## src/rtl/config_loader.sv

```systemverilog
// config_loader: byte-stream parser that frames 32-bit tile config writes.
// Define CFG_CHECKSUM_EN to add a trailing XOR check byte to every frame.
`timescale 1ns/1ps
module config_loader #(
  parameter int         NUM_TILES = 16,
  parameter logic [7:0] SYNC_BYTE = 8'hA5,
  parameter logic [7:0] END_ADDR  = 8'hFF
) (
  input  logic                 clk,
  input  logic                 reset,
  input  logic [7:0]           in_data,
  input  logic                 in_valid,
  output logic                 in_ready,
  output logic [31:0]          config_data,
  output logic [NUM_TILES-1:0] config_en,
  output logic                 cfg_done,
  output logic                 frame_err,
  output logic [15:0]          frame_count
);

`ifdef CFG_CHECKSUM_EN
  typedef enum logic [2:0] {
    S_HUNT   = 3'd0,
    S_ADDR   = 3'd1,
    S_DATA   = 3'd2,
    S_COMMIT = 3'd3,
    S_DONE   = 3'd4,
    S_CHK    = 3'd5
  } state_t;
`else
  typedef enum logic [2:0] {
    S_HUNT   = 3'd0,
    S_ADDR   = 3'd1,
    S_DATA   = 3'd2,
    S_COMMIT = 3'd3,
    S_DONE   = 3'd4
  } state_t;
`endif

  state_t r_state;
  state_t w_next;

  logic [7:0]  r_addr;
  logic [1:0]  r_idx;
  logic [23:0] r_asm;

  logic [31:0]          r_config_data;
  logic [NUM_TILES-1:0] r_config_en;
  logic                 r_cfg_done;
  logic                 r_frame_err;
  logic [15:0]          r_frame_count;

  logic                 w_in_ready;
  logic                 w_xfer;
  logic                 w_last_byte;
  logic                 w_enter;
  logic                 w_chk_ok;
  logic                 w_addr_ok;
  logic                 w_tile_hit;
  logic                 w_end_hit;
  logic                 w_bad;
  logic [31:0]          w_word;
  logic [NUM_TILES-1:0] w_onehot;

  assign w_xfer      = in_valid && w_in_ready;
  assign w_last_byte = (r_state == S_DATA) && w_xfer && (r_idx == 2'd3);

`ifdef CFG_CHECKSUM_EN
  logic [7:0] r_d3;
  logic [7:0] r_chk;

  // Commit decision is taken on the check byte; D3 was parked in r_d3.
  assign w_enter  = (r_state == S_CHK) && w_xfer;
  assign w_chk_ok = (in_data == r_chk);
  assign w_word   = {r_d3, r_asm};
`else
  // Commit decision is taken on D3 itself so the word lands one cycle later.
  assign w_enter  = w_last_byte;
  assign w_chk_ok = 1'b1;
  assign w_word   = {in_data, r_asm};
`endif

  assign w_addr_ok  = (32'(r_addr) < 32'(NUM_TILES));
  assign w_onehot   = NUM_TILES'(1) << r_addr;
  assign w_tile_hit = w_enter && w_chk_ok && w_addr_ok;
  assign w_end_hit  = w_enter && w_chk_ok && !w_addr_ok
                      && (r_addr == END_ADDR);
  assign w_bad      = w_enter && !w_tile_hit && !w_end_hit;

  always_ff @(posedge clk) begin
    if (reset) begin
      r_state <= S_HUNT;
    end else begin
      r_state <= w_next;
    end
  end

  always_comb begin
    w_next = r_state;
    case (r_state)
      S_HUNT: begin
        if (w_xfer && (in_data == SYNC_BYTE)) begin
          w_next = S_ADDR;
        end
      end
      S_ADDR: begin
        if (w_xfer) begin
          w_next = S_DATA;
        end
      end
      S_DATA: begin
        if (w_last_byte) begin
`ifdef CFG_CHECKSUM_EN
          w_next = S_CHK;
`else
          w_next = S_COMMIT;
`endif
        end
      end
`ifdef CFG_CHECKSUM_EN
      S_CHK: begin
        if (w_xfer) begin
          w_next = S_COMMIT;
        end
      end
`endif
      S_COMMIT: begin
        w_next = r_cfg_done ? S_DONE : S_HUNT;
      end
      S_DONE: begin
        w_next = S_DONE;
      end
      default: begin
        w_next = S_HUNT;
      end
    endcase
  end

  always_comb begin
    w_in_ready = 1'b0;
    case (r_state)
      S_HUNT:   w_in_ready = 1'b1;
      S_ADDR:   w_in_ready = 1'b1;
      S_DATA:   w_in_ready = 1'b1;
`ifdef CFG_CHECKSUM_EN
      S_CHK:    w_in_ready = 1'b1;
`endif
      default:  w_in_ready = 1'b0;
    endcase
  end

  always_ff @(posedge clk) begin
    if (reset) begin
      r_addr <= 8'd0;
      r_idx  <= 2'd0;
      r_asm  <= 24'd0;
`ifdef CFG_CHECKSUM_EN
      r_d3   <= 8'd0;
      r_chk  <= 8'd0;
`endif
    end else if (w_xfer) begin
      if (r_state == S_ADDR) begin
        r_addr <= in_data;
        r_idx  <= 2'd0;
`ifdef CFG_CHECKSUM_EN
        r_chk  <= in_data;
`endif
      end
      if (r_state == S_DATA) begin
        r_idx <= r_idx + 2'd1;
`ifdef CFG_CHECKSUM_EN
        r_chk <= r_chk ^ in_data;
`endif
        case (r_idx)
          2'd0:    r_asm[7:0]   <= in_data;
          2'd1:    r_asm[15:8]  <= in_data;
          2'd2:    r_asm[23:16] <= in_data;
          default: begin
`ifdef CFG_CHECKSUM_EN
            r_d3 <= in_data;
`endif
          end
        endcase
      end
    end
  end

  // All frame outcomes are registered on entry to COMMIT.
  always_ff @(posedge clk) begin
    if (reset) begin
      r_config_data <= 32'd0;
      r_config_en   <= '0;
      r_cfg_done    <= 1'b0;
      r_frame_err   <= 1'b0;
      r_frame_count <= 16'd0;
    end else begin
      r_config_en <= '0;
      r_frame_err <= 1'b0;
      if (w_tile_hit) begin
        r_config_data <= w_word;
        r_config_en   <= w_onehot;
        if (r_frame_count != 16'hFFFF) begin
          r_frame_count <= r_frame_count + 16'd1;
        end
      end
      if (w_end_hit) begin
        r_cfg_done <= 1'b1;
      end
      if (w_bad) begin
        r_frame_err <= 1'b1;
      end
    end
  end

  assign in_ready    = w_in_ready;
  assign config_data = r_config_data;
  assign config_en   = r_config_en;
  assign cfg_done    = r_cfg_done;
  assign frame_err   = r_frame_err;
  assign frame_count = r_frame_count;

endmodule
```

## config.mk

```make
export PLATFORM = sky130hd
export DESIGN_NAME = config_loader
export DESIGN_NICKNAME = d
export VERILOG_FILES = /design/src/rtl/config_loader.sv
export SDC_FILE = /design/constraint.sdc
export NUM_CORES = 1
export LEC_CHECK = 0
export CORE_ASPECT_RATIO = 1.2
export CORE_MARGIN = 2
export CORE_UTILIZATION = 51
export DETAILED_ROUTE_END_ITERATION = 10
export HOLD_SLACK_MARGIN = 0.03
export PLACE_DENSITY_LB_ADDON = 0.25
export SLEW_MARGIN = 20
export SYNTH_ARGS = -nofsm -noshare
export SYNTH_HDL_FRONTEND = slang
export SYNTH_SLANG_ARGS = --single-unit
```

## constraint.sdc

```tcl
create_clock -name clk -period 2.3 [get_ports clk]
set_input_delay 0.23 -clock clk [delete_from_list [all_inputs] [get_ports clk]]
set_output_delay 0.23 -clock clk [all_outputs]
set_load 0.01 [all_outputs]
```

# After elaboration in Yosys (flattened, before gate mapping)
# Index checks and enable logic that the tools add are counted.
# word_totals
register_bits	103
latch_bits	0
ramBits	0
rom_bits	0
in_bits	11
out_inout_bits	67
word_cells	62
n_memories	0
# op_classes
add_sub_neg	2
multipliers	0
div	0
order_cmp	1
eq_ne	13
shift	1
muxes	9
bitwise	1
n_reduce_logical	24
# op_table
op	count
$add 16x1->16 const B	1
$eq 8x8->1 const B	2
$ne 16x16->1 const B	1
$shl 1x8->16 const A	1
$pmux 3 s5	1
$mux 3	4
$reduce_and 3->1	4
$logic_and 1x1->1	9
$lt 8x5->1 const B	1
$eq 3x2->1 const B	2
$ne 2x2->1 const B	3
$reduce_and 2->1	3
$eq 2x2->1 const B	2
$mux 2	2
$eq 3x1->1 const B	1
$eq 3x3->1 const B	1
$logic_not 1->1	3
$logic_not 3->1	1
$reduce_or 3->1	1
$add 2x1->2 const B	1
$eq 2x1->1 const B	1
$logic_not 2->1	1
$mux 1	2
$reduce_bool 2->1	1
other kinds (2)	2

# Logic depth before layout (Yosys ltp)
# depth
depth_word	11
ltp_mapped	6
ltp_nobuf	6

# Worst setup path after synthesis
# Ideal clock, no wire load.
# synth_timing
path_type	register to register
from	register r_frame_count[0], in the netlist frame_count[0]
to	register r_frame_count[15], in the netlist frame_count[15]
setup_time_ps	121
t_arrival_ps	1634
t_required_ps	2179
setup_slack_ps	546
path_stages_with_launch	6
path_buffers	0
synth_period_minus_slack_ps	1754
cell_sequence	dfxtp_1 ha_1 nand4_1 nor4_4 nor4_1 mux2_2
# synth_via
elab_chain_cells	2
word_cells_on_any_way	3
cone_classes	add/sub (1); eq/ne (1); reduce/logical (1)
# synth_rtl
item	line_no	source
start: declaration	51	logic [15:0] r_frame_count;
start signal: assignment	203	r_frame_count <= r_frame_count + 16'd1;
branches (longest 2 deep; another with $add 16x1->16)	-	
# Parallel ways; which one is timed is not known.
# A chain may end at the register's enable or synchronous reset.

# Worst setup path after layout
# layout_timing
from	register r_frame_count[0], in the netlist frame_count[0]
to	register r_frame_count[13], in the netlist frame_count[13]
# The elaborated chain is that of the path after synthesis.

==> results.cfg <==
[timing]
slew_violations = 0
tns_ps = 0
max_slew_margin = 0.669
rsz0062_at_grt = no
layout_min_cycle_time_ps = 2010
setup_viol = 0
tightestPinTransition_ps = 495
min_period_over_period = 0.876
fmaxAchievable_mhz = 496
fin_skew_ps = 11.5
final_hold_viol_count = 0

[cts]
cts_hold_buf = 0
cts.sinks = 103
clockBufferDepth = 2
cts_resized = 0
htreeDepth = 3
insertion_delay_ps = 370
clk_pin_slew_ps = 100
cts-buffers-inserted = 9
cts_root_buffer = clkbuf_8
cts_tree = built
cts_setup_buffers = 0

[detailed_routing]
firstDrtPassIters = 5
drtIter0Drc = 204
wl_um = 9650
drc = 0
wl_per_cell_um = 14.8
num_vias = 3682
drtAntennaViolNets = 0
vias_per_cell = 5.64

[worst_setup_path]
worstPathCellList = ha_1, nand4_1, nor4_4, nor4_1, mux2_2
crit_path_max_incr_delay_ps = 520
cp_slowest_cell = nor4_4
crit_fanout = 8
path_buf_inv = 0
critPathTopFamily = simple AND/OR/NAND/NOR gates
crit_arrival_ps = 2280
critPathLaunchType = flip-flop
end_kind = flip-flop
cp.required_ps = 2560
critical_path_class = reg -> reg

[yosys]
synth-seq-area-share = 0.509
synth_top_area_frac = 0.509
yosysTopAreaCell = dfxtp_1
synth_top_cells_by_area = dfxtp_1, nand2_1, a21oi_1, nand3_1, nor2_1
yosys.cell_types.count = 45
synthCells = 484
synth_area_per_cell_sq_um = 8.37
ys_ff_latch = 103
ys_warn_count = 0
syn_nets = 500
syn_area_sq_um = 4050

[global_routing]
grt_pass1_wl_um = 16000
grt.total_usage = 0.229
grt_max_degree = 44
grt_pass1_vias = 3375
antenna_found_initial = 0
grt_overflow = 0

[die]
row_count = 35
start_util = 0.525
placeableCoreArea_sq_um = 7710
die_h_um = 102
ios = 78
die_x_um = 85.3
dieArea_sq_um = 8670

[cells_and_area]
finish.instance_area_sq_um = 5140
final_cell_mix = nand2_1, dfxtp_1, clkdlybuf4s50_1
diodes = 0
syn_to_final_growth_pct = 26.9
final_common_cell = nand2_1
drive_gt1_frac = 0.0820
nNetsFinal = 573
fillCellCount = 635

[placed_design]
place_area_sq_um = 4930
port_buffers = 77
dp_hpwl_um = 6700
globalplace.congestion = 0.847

[pwr]
peakVddDrop_v = 0.000375
finalPower_mw = 3.07
leakagePower_nw = 1.69
p_per_area_nw_per_um2 = 598

[hold_path]
hold_path_class = in -> reg

[run_status]
status = finished, final reports clean

[run]
maxCapViolCount = 0
==> area by class of cell <==
cell class                 instances  area (sq um)  area share
clock buffer                      10           128      0.0248
clock inverter                     5          82.6      0.0161
inverter                           4          15.0     0.00292
multi-input combinational        346          1840       0.358
sequential                       103          2060       0.401
tap                               92           115      0.0224
timing repair buffer              93           898       0.175
==> report_power, final <==
part | leakage [nW] | internal, mW | switching (mW) | total (mW)
clock | 0.107 | 0.612 | 0.599 | 1.21
sequential | 0.829 | 1.78 | 0.000247 | 1.78
combinational | 0.757 | 0.0287 | 0.0506 | 0.0793
==> worst reg2reg max path, delay by kind of cell (launching register included) <==
family | cells | cell delay, ps
adders and majority gates | 1 | 260
DFF | 1 | 440
muxes | 1 | 290
and+or+nand+nor | 3 | 930
==> kinds of logic after synthesis <==
kind of cell / share of synthesized area
AOI/OAI and AO/OA: 0.135
adders and majority gates: 0.0155
buffers and inverters: 0.0368
DFF: 0.509
muxes: 0.0164
and+or+nand+nor: 0.287
==> through the flow <==
| step | util | hold WS (ps) | cells | setup slack [ps] |
|---|---|---|---|---|
| detailed placement | 0.639 | 449 | 638 | 144 |
| finish | 0.667 | 296 | 653 | 286 |
| global route | 0.667 | 351 | 653 | 191 |
| CTS | 0.667 | 289 | 653 | 284 |
| floorplan | - | 366 | 484 | 546 |
| global placement | 0.639 | 441 | 638 | 195 |
==> path summary, 6_finish.rpt <==
path                       start              end  slack, ps  cells past startpoint
setup / recovery  frame_count[0]  frame_count[13]        290                      5
hold / removal             reset         cfg_done        300                      2
setup reg to reg  frame_count[0]  frame_count[13]        290                      5
hold reg to reg         r_asm[8]   config_data[8]        450                      2
==> sequential cells by signal (all words and copies together) (netlist names) <==
| register | cells |
|---|---|
| r_asm | 24 |
| config_data | 32 |
| config_en | 16 |
| r_idx | 2 |
| frame_count | 16 |
| cfg_done | 1 |
| frame_err | 1 |
| r_state | 3 |
| r_addr | 8 |
==> cells in the mapped netlist, drive strengths merged <==
master and n:
and2 1, o31ai 2, ha 5, clkbuf 18, a21oi 74, o41ai 1, nand2 123, a211oi 2
or4 2, nand2b 3, o21ai 8, o311ai 1, mux2i 1, dfxtp 103, nand3b 4, nand4b 1
or3 2, or2 1, buf 13, and4 1, nor2 21, a41oi 3, and3 5, or3b 1
nor4 13, nor2b 4, a31oi 2, a311oi 3, nor3 13, and4bb 1, nor4b 1, a2111oi 1
nand3 32, or4b 1, nand4 6, a41o 1, inv 4, nor3b 1, mux2 5
==> per-layer routing <==
layer | GRT usage | routed length (um) | vias to the layer above
li1 | - | - | 1826
met1 | 0.290 | 4200 | 1720
met2 | 0.397 | 4860 | 125
met3 | 0.0375 | 445 | 11
met4 | 0.0818 | 140 | 0
met5 | 0 | 0 | -
Power figures use the tool's default switching activity.
